===== config.mk =====
export PLATFORM = sky130hd
export DESIGN_NAME = lieat_ifu_ibus_arb
export DESIGN_NICKNAME = d
export VERILOG_FILES = /design/src/rtl/lieat_ifu_ibus_arb.sv
export SDC_FILE = /design/constraint.sdc
export NUM_CORES = 1
export LEC_CHECK = 0
export ABC_AREA = 0
export BUFFER_PORTS_ARGS = -buffer_cell sky130_fd_sc_hd__buf_2
export CORE_AREA = 2 2 80 82
export CTS_BUF_LIST = sky130_fd_sc_hd__clkbuf_8
export CTS_CLUSTER_DIAMETER = 60
export DETAILED_ROUTE_END_ITERATION = 10
export DIE_AREA = 0 0 82 84
export GPL_TIMING_DRIVEN = 1
export PLACE_DENSITY = 0.84
export SYNTH_ARGS = -nofsm -noshare
export SYNTH_HDL_FRONTEND = slang
export SYNTH_SLANG_ARGS = --single-unit

===== constraint.sdc =====
create_clock -name clock -period 6 [get_ports clock]
set_input_delay 0.9 -clock clock [delete_from_list [all_inputs] [get_ports clock]]
set_output_delay 0.9 -clock clock [all_outputs]
set_load 0.03 [all_outputs]

===== src/rtl/lieat_ifu_ibus_arb.sv =====
// ---------------------------------------------------------------------------
// lieat_ifu_ibus_arb
//
// Instruction-bus arbiter and outstanding-transaction tracker between the
// IFU fetch request stage and one auxiliary requester (fence.i refill /
// debug fetch). One request is granted per cycle onto the single I-bus.
// Each accepted transaction records its owner in an in-order tag FIFO so
// the (in-order) bus response can be routed back. Fetch responses made
// stale by a pipeline flush are discarded.
//
// Handshake rules (all request channels): a transfer happens in a cycle
// where valid and ready are both 1. Requesters hold valid and address
// stable until ready. Response channels have no backpressure: a *_rsp_valid
// pulse is a completed transfer.
//
// Optional feature macro: IBUS_ARB_STARVE_GUARD_EN
//   defined   : aux gains priority after STARVE_MAX consecutive cycles of
//               losing to an accepted fetch.
//   undefined : fetch has strict fixed priority; aux is granted only when
//               no fetch is requesting. STARVE_MAX is unused.
//
// Ports:
//   clock, reset                  clock, async active-high reset
//   fch_req_valid/ready/pc        fetch request channel
//   fch_flush                     kill all in-flight fetch transactions
//   fch_rsp_valid/data/err        fetch response (zero latency from bus)
//   aux_req_valid/ready/addr      aux request channel
//   aux_rsp_valid/data/err        aux response (zero latency from bus)
//   bus_req_valid/ready/addr      I-bus request channel
//   bus_rsp_valid/data/err        I-bus response, in order, no backpressure
//   ost_cnt                       number of in-flight bus transactions
// ---------------------------------------------------------------------------
module lieat_ifu_ibus_arb #(
  parameter int XLEN       = 32,
  parameter int OST_DEPTH  = 4,
  parameter int STARVE_MAX = 8
) (
  input  logic                       clock,
  input  logic                       reset,
  input  logic                       fch_req_valid,
  output logic                       fch_req_ready,
  input  logic [XLEN-1:0]            fch_req_pc,
  input  logic                       fch_flush,
  output logic                       fch_rsp_valid,
  output logic [XLEN-1:0]            fch_rsp_data,
  output logic                       fch_rsp_err,
  input  logic                       aux_req_valid,
  output logic                       aux_req_ready,
  input  logic [XLEN-1:0]            aux_req_addr,
  output logic                       aux_rsp_valid,
  output logic [XLEN-1:0]            aux_rsp_data,
  output logic                       aux_rsp_err,
  output logic                       bus_req_valid,
  input  logic                       bus_req_ready,
  output logic [XLEN-1:0]            bus_req_addr,
  input  logic                       bus_rsp_valid,
  input  logic [XLEN-1:0]            bus_rsp_data,
  input  logic                       bus_rsp_err,
  output logic [$clog2(OST_DEPTH):0] ost_cnt
);

  localparam int PW = $clog2(OST_DEPTH);
  localparam int CW = PW + 1;
  localparam logic [CW-1:0] DEPTH_C = CW'(OST_DEPTH);

  // Elaboration-time parameter sanity checks.
  if (OST_DEPTH < 2 || (OST_DEPTH & (OST_DEPTH - 1)) != 0) begin : g_bad_depth
    $error("OST_DEPTH must be a power of two and at least 2");
  end
  if (STARVE_MAX < 1) begin : g_bad_starve
    $error("STARVE_MAX must be at least 1");
  end

  // Tag FIFO storage. tag_live marks occupied slots so a flush can mark
  // every in-flight fetch entry in one cycle without walking the pointers.
  logic [OST_DEPTH-1:0] tag_live;
  logic [OST_DEPTH-1:0] tag_id;    // 0 = fetch, 1 = aux
  logic [OST_DEPTH-1:0] tag_kill;  // fetch response must be dropped
  logic [PW-1:0]        wr_ptr;
  logic [PW-1:0]        rd_ptr;

  logic full;
  logic empty;
  logic aux_prio;
  logic grant_fch;
  logic grant_aux;
  logic fch_hs;
  logic aux_hs;
  logic push;
  logic pop;
  logic head_id;
  logic head_kill;

  assign full  = (ost_cnt == DEPTH_C);
  assign empty = (ost_cnt == '0);

  // ---------------------------------------------------------------------
  // Arbitration
  // ---------------------------------------------------------------------
  // Fetch wins unless aux has been promoted; aux still takes an idle bus.
  assign grant_fch = fch_req_valid & ~(aux_prio & aux_req_valid);
  assign grant_aux = aux_req_valid & ~grant_fch;

  // Outputs are forced low while reset is held so no handshake can occur
  // against a FIFO that is being cleared.
  assign bus_req_valid = ~reset & ~full & (fch_req_valid | aux_req_valid);
  assign bus_req_addr  = grant_aux ? aux_req_addr : fch_req_pc;

  assign fch_req_ready = ~reset & grant_fch & bus_req_ready & ~full;
  assign aux_req_ready = ~reset & grant_aux & bus_req_ready & ~full;

  assign fch_hs = fch_req_valid & fch_req_ready;
  assign aux_hs = aux_req_valid & aux_req_ready;
  assign push   = fch_hs | aux_hs;

  // ---------------------------------------------------------------------
  // Response routing (combinational from the bus and the FIFO head)
  // ---------------------------------------------------------------------
  // A response arriving with nothing in flight is a leftover from before
  // a reset and is silently ignored.
  assign pop       = bus_rsp_valid & ~empty;
  assign head_id   = tag_id[rd_ptr];
  assign head_kill = tag_kill[rd_ptr];

  // A flush in the pop cycle also kills the response being returned.
  assign fch_rsp_valid = pop & ~head_id & ~head_kill & ~fch_flush;
  assign fch_rsp_data  = bus_rsp_data;
  assign fch_rsp_err   = bus_rsp_err;

  assign aux_rsp_valid = pop & head_id;
  assign aux_rsp_data  = bus_rsp_data;
  assign aux_rsp_err   = bus_rsp_err;

  // ---------------------------------------------------------------------
  // Tag FIFO and in-flight counter
  // ---------------------------------------------------------------------
  // push and pop never target the same slot: push needs ~full and pop
  // needs ~empty, so equal pointers cannot both be acting in one cycle.
  always_ff @(posedge clock or posedge reset) begin
    if (reset) begin
      wr_ptr   <= '0;
      rd_ptr   <= '0;
      ost_cnt  <= '0;
      tag_live <= '0;
      tag_id   <= '0;
      tag_kill <= '0;
    end else begin
      // Flush marks entries already in flight; the slot written below in
      // the same cycle holds the redirect fetch and stays live.
      if (fch_flush) begin
        tag_kill <= tag_kill | (tag_live & ~tag_id);
      end
      if (pop) begin
        tag_live[rd_ptr] <= 1'b0;
        rd_ptr           <= rd_ptr + 1'b1;
      end
      if (push) begin
        tag_live[wr_ptr] <= 1'b1;
        tag_id[wr_ptr]   <= aux_hs;
        tag_kill[wr_ptr] <= 1'b0;
        wr_ptr           <= wr_ptr + 1'b1;
      end
      if (push & ~pop) begin
        ost_cnt <= ost_cnt + 1'b1;
      end else if (pop & ~push) begin
        ost_cnt <= ost_cnt - 1'b1;
      end
    end
  end

  // ---------------------------------------------------------------------
  // Aux starvation guard
  // ---------------------------------------------------------------------
`ifdef IBUS_ARB_STARVE_GUARD_EN
  localparam int SW = $clog2(STARVE_MAX + 1);
  localparam logic [SW-1:0] STARVE_C = SW'(STARVE_MAX);

  logic [SW-1:0] starve_cnt;

  assign aux_prio = (starve_cnt == STARVE_C);

  // Counts consecutive cycles in which aux waited while a fetch was
  // accepted; any cycle where aux is served or idle restarts the count.
  always_ff @(posedge clock or posedge reset) begin
    if (reset) begin
      starve_cnt <= '0;
    end else if (aux_hs | ~aux_req_valid) begin
      starve_cnt <= '0;
    end else if (fch_hs & (starve_cnt != STARVE_C)) begin
      starve_cnt <= starve_cnt + 1'b1;
    end
  end
`else
  assign aux_prio = 1'b0;
`endif

endmodule


[Yosys cells after proc, flatten, opt, wreduce, memory -nomap -nowiden]
Cells that the tools add are included.
Cells by class
  equality and inequality tests: 1
  reduce and logical (&&, ||, !) cells: 4
  $lt $le $gt $ge: 4
  bitwise logic cells: 37
  add/subtract/negate cells: 4
  multiplexer cells: 16
Operators by type and width (count)
  $mux W32: 1
  $and A1 B1 Y1: 18
  $mux W4: 4
  $and A4 B4 Y4: 3
  $not A4 Y4: 3
  $not A1 Y1: 9
  $or A4 B4 Y4: 2
  $lt A2 B3 Y1 const B: 2
  $mux W3: 2
  $add A2 B1 Y2 const B: 2
  $bmux W1 S2: 2
  $bwmux W4: 1
  $demux W1 S2: 2
  $ge A2 B1 Y1 const B: 2
  $mux W1: 4
  $add A3 B1 Y3 const B: 1
  $eq A3 B3 Y1 const B: 1
  $logic_not A3 Y1: 1
  $sub A3 B1 Y3 const B: 1
  $logic_and A1 B1 Y1: 2
  $or A1 B1 Y1: 2
  $reduce_bool A2 Y1: 1
Word-level totals
  word-level logic and storage cells: 72
  register bits: 19
  output and inout port bits: 106
  input bits: 104

[Depth between registers and ports, before layout]
Gate-level depths: netlist of run 1.
  depth after elaboration: 11
  mapped depth: 9
  mapped depth without buffers: 8

[Least setup slack after synthesis of run 1]
No wires, ideal clock.
  kind: input to output
  from: input fch_req_valid
  to: output aux_req_ready
  arrival time: 2.376 ns
  path buffers: 2
  stages: 4
  data required time: 5.100 ns
  setup slack: 2.724 ns
  cells stage by stage: nand2b_1 -> buf_2 -> buf_2 -> nor4b_1
On the way
  cells in the longest elaborated chain, start to end: 5
RTL lines
  start: declaration: RTL line 40  | input logic fch_req_valid,
  $not A1 Y1: RTL line 102  | assign grant_aux = aux_req_valid & ~grant_fch;
  $and A1 B1 Y1: RTL line 102
  $and A1 B1 Y1 (3 in series): RTL line 110  | assign aux_req_ready = ~reset & grant_aux & bus_req_ready & ~full;
  end: declaration: RTL line 48  | output logic aux_req_ready,
No other way between the ends.

[Worst setup path after layout of run 1]
  from: input fch_req_valid
  to: output bus_req_addr[19]
On the way
  cells in the longest elaborated chain, start to end: 3
RTL lines
  $not A1 Y1: RTL line 102
  $and A1 B1 Y1: RTL line 102
  $mux W32: RTL line 107  | assign bus_req_addr = grant_aux ? aux_req_addr : fch_req_pc;
  end: declaration: RTL line 55  | output logic [XLEN-1:0] bus_req_addr,
No other way between the ends.

==> impl_metrics.json, run 1 <==
{
  "outcome": "finished clean",
  "n_antenna_cell": 0,
  "post-route-drc-count": 0,
  "synth_top_area_share_pct": 25.60,
  "skew_ns": 0.005918,
  "post_cts_buffers": 0,
  "die_y_um": 84,
  "grt_max_degree": 27,
  "num_vias": 1475,
  "crit_path_max_fanout": 26,
  "pin_count": 210,
  "ant_nets": 0,
  "async_flop_share_pct": 100.0,
  "synth_cell_types": 27,
  "crit_required_ns": 5.10,
  "die-area_um2": 6888,
  "wire_per_inst_um": 14.89,
  "dp_hpwl_um": 3977,
  "setup-tns-final_ns": 0,
  "ys.flop_type": "dfrtp_1",
  "hold_viol": 0,
  "startpoint_type": "input port",
  "slew_violations": 0,
  "yosys-top-cells-area": "buf_4 26%, dfrtp_1 25%, mux2_2 20%",
  "drive_above_1_share_pct": 64.29,
  "ys_seq_elements": 19,
  "power_leakage_nw": 1.078,
  "fmax_mhz": 311.9,
  "worst_pin_slew_ns": 0.7102,
  "clkTransAtPathRegs_ns": 0.07,
  "coreArea_um2": 6096,
  "overflow": 0,
  "grt_pass1_wl_um": 6982,
  "cts_tree": "done",
  "synth_area_um2": 1936,
  "cts_buffer_depth": 2,
  "path_class": "in -> out",
  "end_kind": "output port",
  "numCtsBuffers": 3,
  "p_per_area_nw_per_um2": 348.1,
  "yosys_warnings": 0,
  "instances_no_fill": 315,
  "post-route-period-util_pct": 53.44,
  "ctsHoldBuffers": 0,
  "drt_wl_total_um": 4689,
  "hold_path_class": "reg -> reg",
  "fp-row-count": 29,
  "clock-sinks": 19,
  "synth_edf_count": 0,
  "rsz0062_at_grt": "false",
  "vias_per_cell": 4.683,
  "syn_area_per_cell_um2": 9.876,
  "htree_levels": 1,
  "ys_seq_area_share_pct": 24.56,
  "arrival_ns": 2.31,
  "dp_cells": 311,
  "syn_inst": 196,
  "grtUsageTotal_pct": 12.90,
  "min_period_ns": 3.206,
  "ir_drop_mv": 0.2494,
  "drt_iter0_markers": 49,
  "port_buffers": 110,
  "synth_area_leader_cell": "buf_4",
  "gp_congestion": 0.8367,
  "cap_viol_max_count": 0,
  "cts-resized-gates": 0,
  "antenna_found_initial": 0,
  "slew_headroom_pct": 52.60,
  "syn_nets": 310,
  "syn_to_final_growth_pct": 8.532,
  "die_x_um": 82,
  "clk_latency_ns": 0.26,
  "start_util_pct": 31.75,
  "setup_viol": 0,
  "grt_pass1_vias": 1446,
  "drtPass1Iterations": 4,
  "root_buffer": "clkbuf_8",
  "nets": 353
}
-- sequential cells by signal, summed over array words and instances, names as in the netlist --
register,cells
ost_cnt,3
rd_ptr,2
tag_id,4
tag_kill,4
tag_live,4
wr_ptr,2
-- cells in the final DEF, fill, tap and decap left out, drive strengths merged --
cell / synthesis / routed
dfrtp: 19 / 19
inv: 11 / 11
nand2b: 1 / 1
nor3: 2 / 2
mux4: 2 / 2
o31a: 5 / 5
nor3b: 1 / 1
nand2: 6 / 6
fa: 1 / 1
a22o: 4 / 4
xor2: 2 / 2
and2: 1 / 1
nand3: 4 / 4
ha: 9 / 9
xnor2: 3 / 3
o21ai: 1 / 1
nor4: 1 / 1
buf: 72 / 111
nor2: 2 / 2
clkbuf: 1 / 3
mux2: 34 / 34
a31oi: 4 / 4
a21oi: 8 / 8
clkinv: 0 / 1
nor4b: 2 / 2
-- layer usage --
| metal | up-vias | wire (um) | share of wire [%] | track usage [%] |
|---|---|---|---|---|
| met4 | 0 | 70 | 1.5 | 3.030 |
| met5 | - | 0 | 0 | 0 |
| met2 | 96 | 2201 | 47 | 19.59 |
| li1 | 682 | - | - | - |
| met1 | 687 | 1743 | 37 | 16.21 |
| met3 | 10 | 675 | 14 | 6.494 |
-- stage by stage --
| stage | util [%] | cell area [um^2] | worst slack, ns | power, W | hold WS (ns) |
|---|---|---|---|---|---|
| 3_5_place_dp | 33.70 | 2054 | 2.743 | 0.0006474 | 0.4920 |
| 2_1_floorplan | - | 1936 | 2.724 | 0.0006131 | 0.4662 |
| 4_1_cts | 34.46 | 2101 | 2.744 | 0.0007383 | 0.5167 |
| 5_1_grt | 34.46 | 2101 | 2.668 | 0.0007921 | 0.5295 |
| 3_3_place_gp | 33.70 | 2054 | 2.803 | 0.0006262 | 0.4881 |
| 6_report | 34.46 | 2101 | 2.794 | 0.0007312 | 0.5079 |
-- worst max-delay path: stages --
cell and delay (ns):
buf_2 0.09, nand2b_1 0.35, buf_4 0.39, mux2_2 0.39
buf_2 0.18
-- layout make-up --
type,count,area (um^2)
fillers,634,3995
clock inverters,1,5.005
well taps,77,96.34
inverters,11,41.29
flip-flops and latches,19,475.5
clock buffers,3,41.29
repair buffers,111,558.0
multi-input cells,93,883.3
-- Yosys cell counts, types with 2 or more instances --
cell     count
buf_4       66
mux2_2      34
dfrtp_1     19
inv_1       11
ha_1         9
a21oi_1      8
nand2_1      6
buf_2        5
o31a_1       5
a22o_1       4
a31oi_1      4
nand3_1      4
xnor2_1      3
mux4_2       2
nor2_1       2
nor3_1       2
xor2_1       2
-- kinds of logic after synthesis --
kind of cell               share of synthesized area [%]
xor gates and xnor gates                           2.263
AOI/OAI and AO/OA                                  7.692
and+or+nand+nor                                    6.723
adders and majority gates                          6.852
buffers and inverters                              29.80
DFF                                                24.56
muxes                                              22.11
-- power breakdown --
group	internal, W	switching [W]	total, W
Sequential	0.000193	0.0000609	0.000254
Clock	0.0000461	0.0000414	0.0000875
Combinational	0.000173	0.000217	0.000389
Total	0.000412	0.000319	0.000731
-- path summary, 6_finish.rpt --
kind | start | end | slack, ns | cells past startpoint
min | tag_live[3] | tag_live[3] | 0.51 | 1
max | fch_req_valid | bus_req_addr[19] | 2.79 | 5
min in group asynchronous | reset | wr_ptr[1] | 0.84 | 2
min reg2reg | tag_live[3] | tag_live[3] | 0.51 | 1
max in group asynchronous | reset | ost_cnt[2] | 4.70 | 2
max reg2reg | ost_cnt[0] | ost_cnt[2] | 3.48 | 8
(Power assumes the default switching activity.)
==> run 2: changes to the inputs <==
--- a/config.mk
+++ b/config.mk
@@ -7,13 +7,13 @@
 export LEC_CHECK = 0
 export ABC_AREA = 0
 export BUFFER_PORTS_ARGS = -buffer_cell sky130_fd_sc_hd__buf_2
-export CORE_AREA = 2 2 80 82
+export CORE_ASPECT_RATIO = 0.6
+export CORE_UTILIZATION = 32
 export CTS_BUF_LIST = sky130_fd_sc_hd__clkbuf_8
 export CTS_CLUSTER_DIAMETER = 60
 export DETAILED_ROUTE_END_ITERATION = 10
-export DIE_AREA = 0 0 82 84
 export GPL_TIMING_DRIVEN = 1
-export PLACE_DENSITY = 0.84
+export PLACE_DENSITY = 0.86
 export SYNTH_ARGS = -nofsm -noshare
 export SYNTH_HDL_FRONTEND = slang
 export SYNTH_SLANG_ARGS = --single-unit
==> constraint.sdc (replaced) <==
create_clock -name clock -period 2.9 [get_ports clock]
set_input_delay 0.435 -clock clock [delete_from_list [all_inputs] [get_ports clock]]
set_output_delay 0.435 -clock clock [all_outputs]
set_load 0.03 [all_outputs]
==> run 2 against run 1 <==
Effect of this change: combinational power up 110%; clock skew down 0.0030 ns; clock-buffer cell count unchanged; via count down 0.88%; utilization up 2.5 points; critical path depth up 3; non-clock buffer count unchanged; sequential power up 110%; sequential share of layout area down 0.054 points; critical path type is now reg -> reg; highest routed layer unchanged.
==> impl_metrics.json, run 2 (same netlist as run 1, synthesis figures left out) <==
{
  "vias_per_cell": 4.583,
  "setup-tns-final_ns": 0,
  "clockPowerShare_pct": 12.1,
  "drtPass1Iterations": 4,
  "layout_commonest_cell": "buf_2",
  "p_int_w": 0.0008494,
  "startpoint_type": "flop",
  "clk_latency_ns": 0.26,
  "die_x_um": 102.4,
  "root_buffer": "clkbuf_8",
  "crit_path_max_fanout": 11,
  "arrival_ns": 2.68,
  "r2r_end": "ost_cnt[2]",
  "drive_above_1_share_pct": 63.87,
  "coreArea_um2": 5702,
  "crit_required_ns": 3.08,
  "post-route-drc-count": 0,
  "syn_to_final_growth_pct": 8.791,
  "p_per_area_nw_per_um2": 721.9,
  "drt_wl_total_um": 5933,
  "slew_headroom_pct": 50.78,
  "wire_per_inst_um": 18.60,
  "clock-sinks": 19,
  "clkTransAtPathRegs_ns": 0.07,
  "nets": 353,
  "ant_nets": 0,
  "ctsHoldBuffers": 0,
  "min_period_ns": 2.502,
  "combPwrFrac_pct": 52.8,
  "grt_pass1_vias": 1453,
  "most-common-layout-cells": "110 x buf_2, 34 x mux2_2, 19 x dfrtp_1",
  "num_vias": 1462,
  "numCtsBuffers": 3,
  "htree_levels": 1,
  "setup_viol": 0,
  "cts-resized-gates": 0,
  "gp_congestion": 0.9170,
  "port_buffers": 110,
  "p_sw_share_pct": 44.12,
  "dp_hpwl_um": 5064,
  "ir_drop_mv": 0.2959,
  "r2r_cells": 8,
  "seqPwrFrac_pct": 35.1,
  "power_leakage_nw": 1.079,
  "antenna_found_initial": 1,
  "worst_pin_slew_ns": 0.7374,
  "slew_violations": 0,
  "grtUsageTotal_pct": 18.38,
  "outcome": "finished clean",
  "fp-row-count": 21,
  "die-area_um2": 6374,
  "start_util_pct": 33.95,
  "grt_pass1_wl_um": 8349,
  "rsz0062_at_grt": "false",
  "top_regs": "tag_id x4, tag_kill x4, tag_live x4",
  "cap_viol_max_count": 0,
  "end_kind": "flop",
  "postLayoutCellArea_um2": 2106,
  "hold_path_class": "in -> async",
  "hold_viol": 0,
  "postPlaceCellArea_um2": 2058,
  "path_class": "reg -> reg",
  "r2r_start": "ost_cnt[2]",
  "fmax_mhz": 399.7,
  "grt_max_degree": 33,
  "post_cts_buffers": 0,
  "cts_tree": "done",
  "r2r_slack_ns": 0.40,
  "p_sw_w": 0.0006707,
  "drt_iter0_markers": 55,
  "cts_buffer_depth": 2,
  "pin_count": 210,
  "post-route-period-util_pct": 86.28,
  "die_y_um": 62.25,
  "overflow": 0,
  "skew_ns": 0.002935
}
[run 2: area by class of cell]
cell class                      count  area, um^2
Fill cell                         592        3596
Multi-Input combinational cell     93       883.3
Timing Repair Buffer              111       558.0
Sequential cell                    19       475.5
Tap cell                           80       100.1
Clock buffer                        3       41.29
Inverter                           11       41.29
Clock inverter                      1       3.754
Antenna cell                        1       2.502
[run 2: routing by layer]
| metal | vias up | wire [um] | part of all wire, % | GRT usage [%] |
|---|---|---|---|---|
| li1 | 682 | - | - | - |
| met1 | 658 | 2098 | 35 | 19.62 |
| met2 | 108 | 2830 | 48 | 29.70 |
| met3 | 14 | 809 | 14 | 11.04 |
| met4 | 0 | 195 | 3.3 | 6.607 |
| met5 | - | 0 | 0 | 0 |
[run 2: power groups by stage]
stage / Combinational [W] / Clock (W) / Sequential [W]
after global routing: 0.000885 / 0.000206 / 0.000552
after detailed placement: 0.000803 / 0 / 0.000532
final: 0.000803 / 0.000183 / 0.000534
after CTS: 0.000809 / 0.000188 / 0.000533
after global placement: 0.000789 / 0 / 0.000524
after floorplan: 0.000727 / 0 / 0.000541
[run 2: worst max-delay path by stage]
stage | endpoint | from | slack (ns) | cells past startpoint
floorplan | fch_rsp_valid | ost_cnt[0] | 0.45 | 4
global placement | ost_cnt[2] | reset | 0.48 | 8
detailed placement | ost_cnt[2] | reset | 0.40 | 8
CTS | ost_cnt[2] | ost_cnt[2] | 0.39 | 8
global route | ost_cnt[2] | ost_cnt[0] | 0.23 | 8
finish | ost_cnt[2] | ost_cnt[2] | 0.40 | 8
[run 2: critical path: stages (launching register included)]
cell and delay, ns:
dfrtp_1 0.42, nor3b_4 0.21, nor4b_4 0.63, ha_1 0.30, inv_1 0.07, fa_1 0.37, xor2_1 0.15, nor2_1 0.11
xor2_1 0.17
[run 2: through the flow]
stage	total power, W	setup slack (ns)	cells	util, %	hold slack [ns]
after floorplan	0.001269	0.4455	196	-	0.4662
after global placement	0.001313	0.4840	314	36.10	0.4862
after detailed placement	0.001335	0.3955	314	36.10	0.4875
after CTS	0.001531	0.3916	318	36.89	0.4165
after global routing	0.001643	0.2301	319	36.93	0.4586
final	0.001520	0.3980	319	36.93	0.3900
==> run 3: changes to the inputs <==
==> constraint.sdc (replaced) <==
create_clock -name clock -period 2.2 [get_ports clock]
set_input_delay 0.33 -clock clock [delete_from_list [all_inputs] [get_ports clock]]
set_output_delay 0.33 -clock clock [all_outputs]
set_load 0.03 [all_outputs]
==> run 3 against run 2 <==
Effect of this change: first-iteration DRC count grew 76%; power up 38%; via count up 4.7%; hold slack worse by 0.11 ns; critical endpoint unchanged; highest routed layer unchanged.
==> impl_metrics.json, run 3 (same netlist as run 1, synthesis figures left out) <==
{
  "grt_pass1_vias": 1569,
  "grt_max_degree": 33,
  "outcome": "finished clean",
  "rsz0062_at_grt": "false",
  "postLayoutCellArea_um2": 2161,
  "crit_path_cell_trace": "nor3b_4 > nor4b_4 > ha_1 > inv_1 > fa_1 > xor2_1 > nor2_1 > xor2_1",
  "clkTransAtPathRegs_ns": 0.07,
  "fmax_mhz": 479.4,
  "antenna_found_initial": 1,
  "top_regs": "tag_id x4, tag_kill x4, tag_live x4",
  "startpoint_type": "flop",
  "endpoint": "ost_cnt[2]",
  "ant_nets": 0,
  "hold_path_class": "in -> async",
  "min_period_ns": 2.086,
  "skew_ns": 0.003544,
  "r2r_cells": 8,
  "r2r_end": "ost_cnt[2]",
  "r2r_slack_ns": 0.11,
  "vias_per_cell": 4.737,
  "slowest_delay_ns": 0.43,
  "r2r_start": "ost_cnt[2]",
  "cp.depth": 8,
  "die_x_um": 102.4,
  "hold_viol": 0,
  "num_vias": 1530,
  "grtUsageTotal_pct": 19.76,
  "path_class": "reg -> reg",
  "crit_buf_inv": 1,
  "instances_no_fill": 323,
  "pin_count": 210,
  "post-route-period-util_pct": 94.82,
  "setup-tns-final_ns": 0,
  "ctsHoldBuffers": 0,
  "p_per_area_nw_per_um2": 967.7,
  "postPlaceCellArea_um2": 2103,
  "power_leakage_nw": 1.100,
  "die_y_um": 62.25,
  "syn_to_final_growth_pct": 11.64,
  "crit_family": "adder cells",
  "wire_per_inst_um": 19.13,
  "slew_headroom_pct": 51.60,
  "grt_pass1_wl_um": 9142,
  "clock-sinks": 19,
  "fp-row-count": 21,
  "slew_violations": 0,
  "coreArea_um2": 5702,
  "cts_buffer_depth": 2,
  "gp_congestion": 0.9895,
  "cap_viol_max_count": 0,
  "root_buffer": "clkbuf_8",
  "start_util_pct": 33.95,
  "dp_cells": 317,
  "fin_hold_ws_ns": 0.2762,
  "most-common-layout-cells": "110 x buf_2, 34 x mux2_2, 15 x dfrtp_1",
  "overflow": 0,
  "ir_drop_mv": 0.4869,
  "port_buffers": 110,
  "cpMaxStageDelayCell": "dfrtp_2",
  "post-route-drc-count": 0,
  "die-area_um2": 6374,
  "arrival_ns": 2.26,
  "worst_pin_slew_ns": 0.7252,
  "drive_above_1_share_pct": 66.94,
  "layout_commonest_cell": "buf_2",
  "clk_latency_ns": 0.26,
  "htree_levels": 1,
  "dp_hpwl_um": 5409,
  "crit_required_ns": 2.38,
  "drt_wl_total_um": 6180,
  "drt_iter0_markers": 97,
  "crit_top_cell": "xor2_1",
  "crit_path_max_fanout": 4,
  "end_kind": "flop",
  "drtPass1Iterations": 4,
  "crit_start": "ost_cnt[2]",
  "cts_tree": "done",
  "setup_viol": 0,
  "nets": 357,
  "numCtsBuffers": 3
}
run 3: cell types whose count changed in the layout (fill, tap and decap cells not counted), sizes merged:
cell | before | now
buf | 111 | 115
clkinv | 0 | 1
inv | 12 | 11
run 3: power by group:
part	total, W	switching (W)	leakage [nW]	internal [W]
combinational	0.00113	0.000632	0.855	0.000498
clock	0.000247	0.000121	0.0255	0.000126
sequential	0.000714	0.000179	0.220	0.000535
run 3: worst min-delay path by stage:
stage / from / endpoint
2_1_floorplan: tag_live[3] / tag_live[3]
3_3_place_gp: ost_cnt[2] / ost_cnt[2]
3_5_place_dp: tag_live[2] / tag_live[2]
4_1_cts: reset / tag_id[2]
5_1_grt: reset / rd_ptr[1]
6_report: reset / tag_kill[1]
run 3: area by class of cell:
cell class                 instances  area (um^2)
inverter                          11        41.29
antenna                            1        2.502
fill                             595         3541
multi-input combinational         93        889.6
timing repair buffer             115        600.6
clock inverter                     1        5.005
tap                               80        100.1
clock buffer                       3        41.29
sequential                        19        480.5
run 3: per-layer routing:
| layer | vias to the layer above | global-route usage [%] | part of all wire (%) | wire, um |
|---|---|---|---|---|
| li1 | 691 | - | - | - |
| met1 | 735 | 21.42 | 37 | 2256 |
| met2 | 96 | 34.65 | 51 | 3134 |
| met3 | 8 | 8.221 | 11 | 652 |
| met4 | 0 | 6.250 | 2.2 | 136 |
| met5 | - | 0 | 0 | 0 |
run 3: what timing repair did:
| action | CTS | global route |
|---|---|---|
| setup buffers | 0 | 1 |
| resized for setup | 0 | 1 |
| setup endpoints to repair | 0 | 3 |
run 3: stage by stage:
| step | utilization (%) | worst slack [ns] | total power [W] |
|---|---|---|---|
| 6_report | 37.90 | 0.1139 | 0.002091 |
| 4_1_cts | 37.70 | 0.03328 | 0.002092 |
| 3_3_place_gp | 36.89 | 0.1881 | 0.001758 |
| 5_1_grt | 37.90 | 0.02044 | 0.002264 |
| 2_1_floorplan | - | 0.01178 | 0.001687 |
| 3_5_place_dp | 36.89 | 0.04061 | 0.001838 |
run 3: worst register-to-register path, stage by stage (launching register included):
cell and delay (ns):
dfrtp_2 0.43, nor3b_4 0.17, nor4b_4 0.29, ha_1 0.23
inv_1 0.07, fa_1 0.37, xor2_1 0.15, nor2_1 0.11
xor2_1 0.17
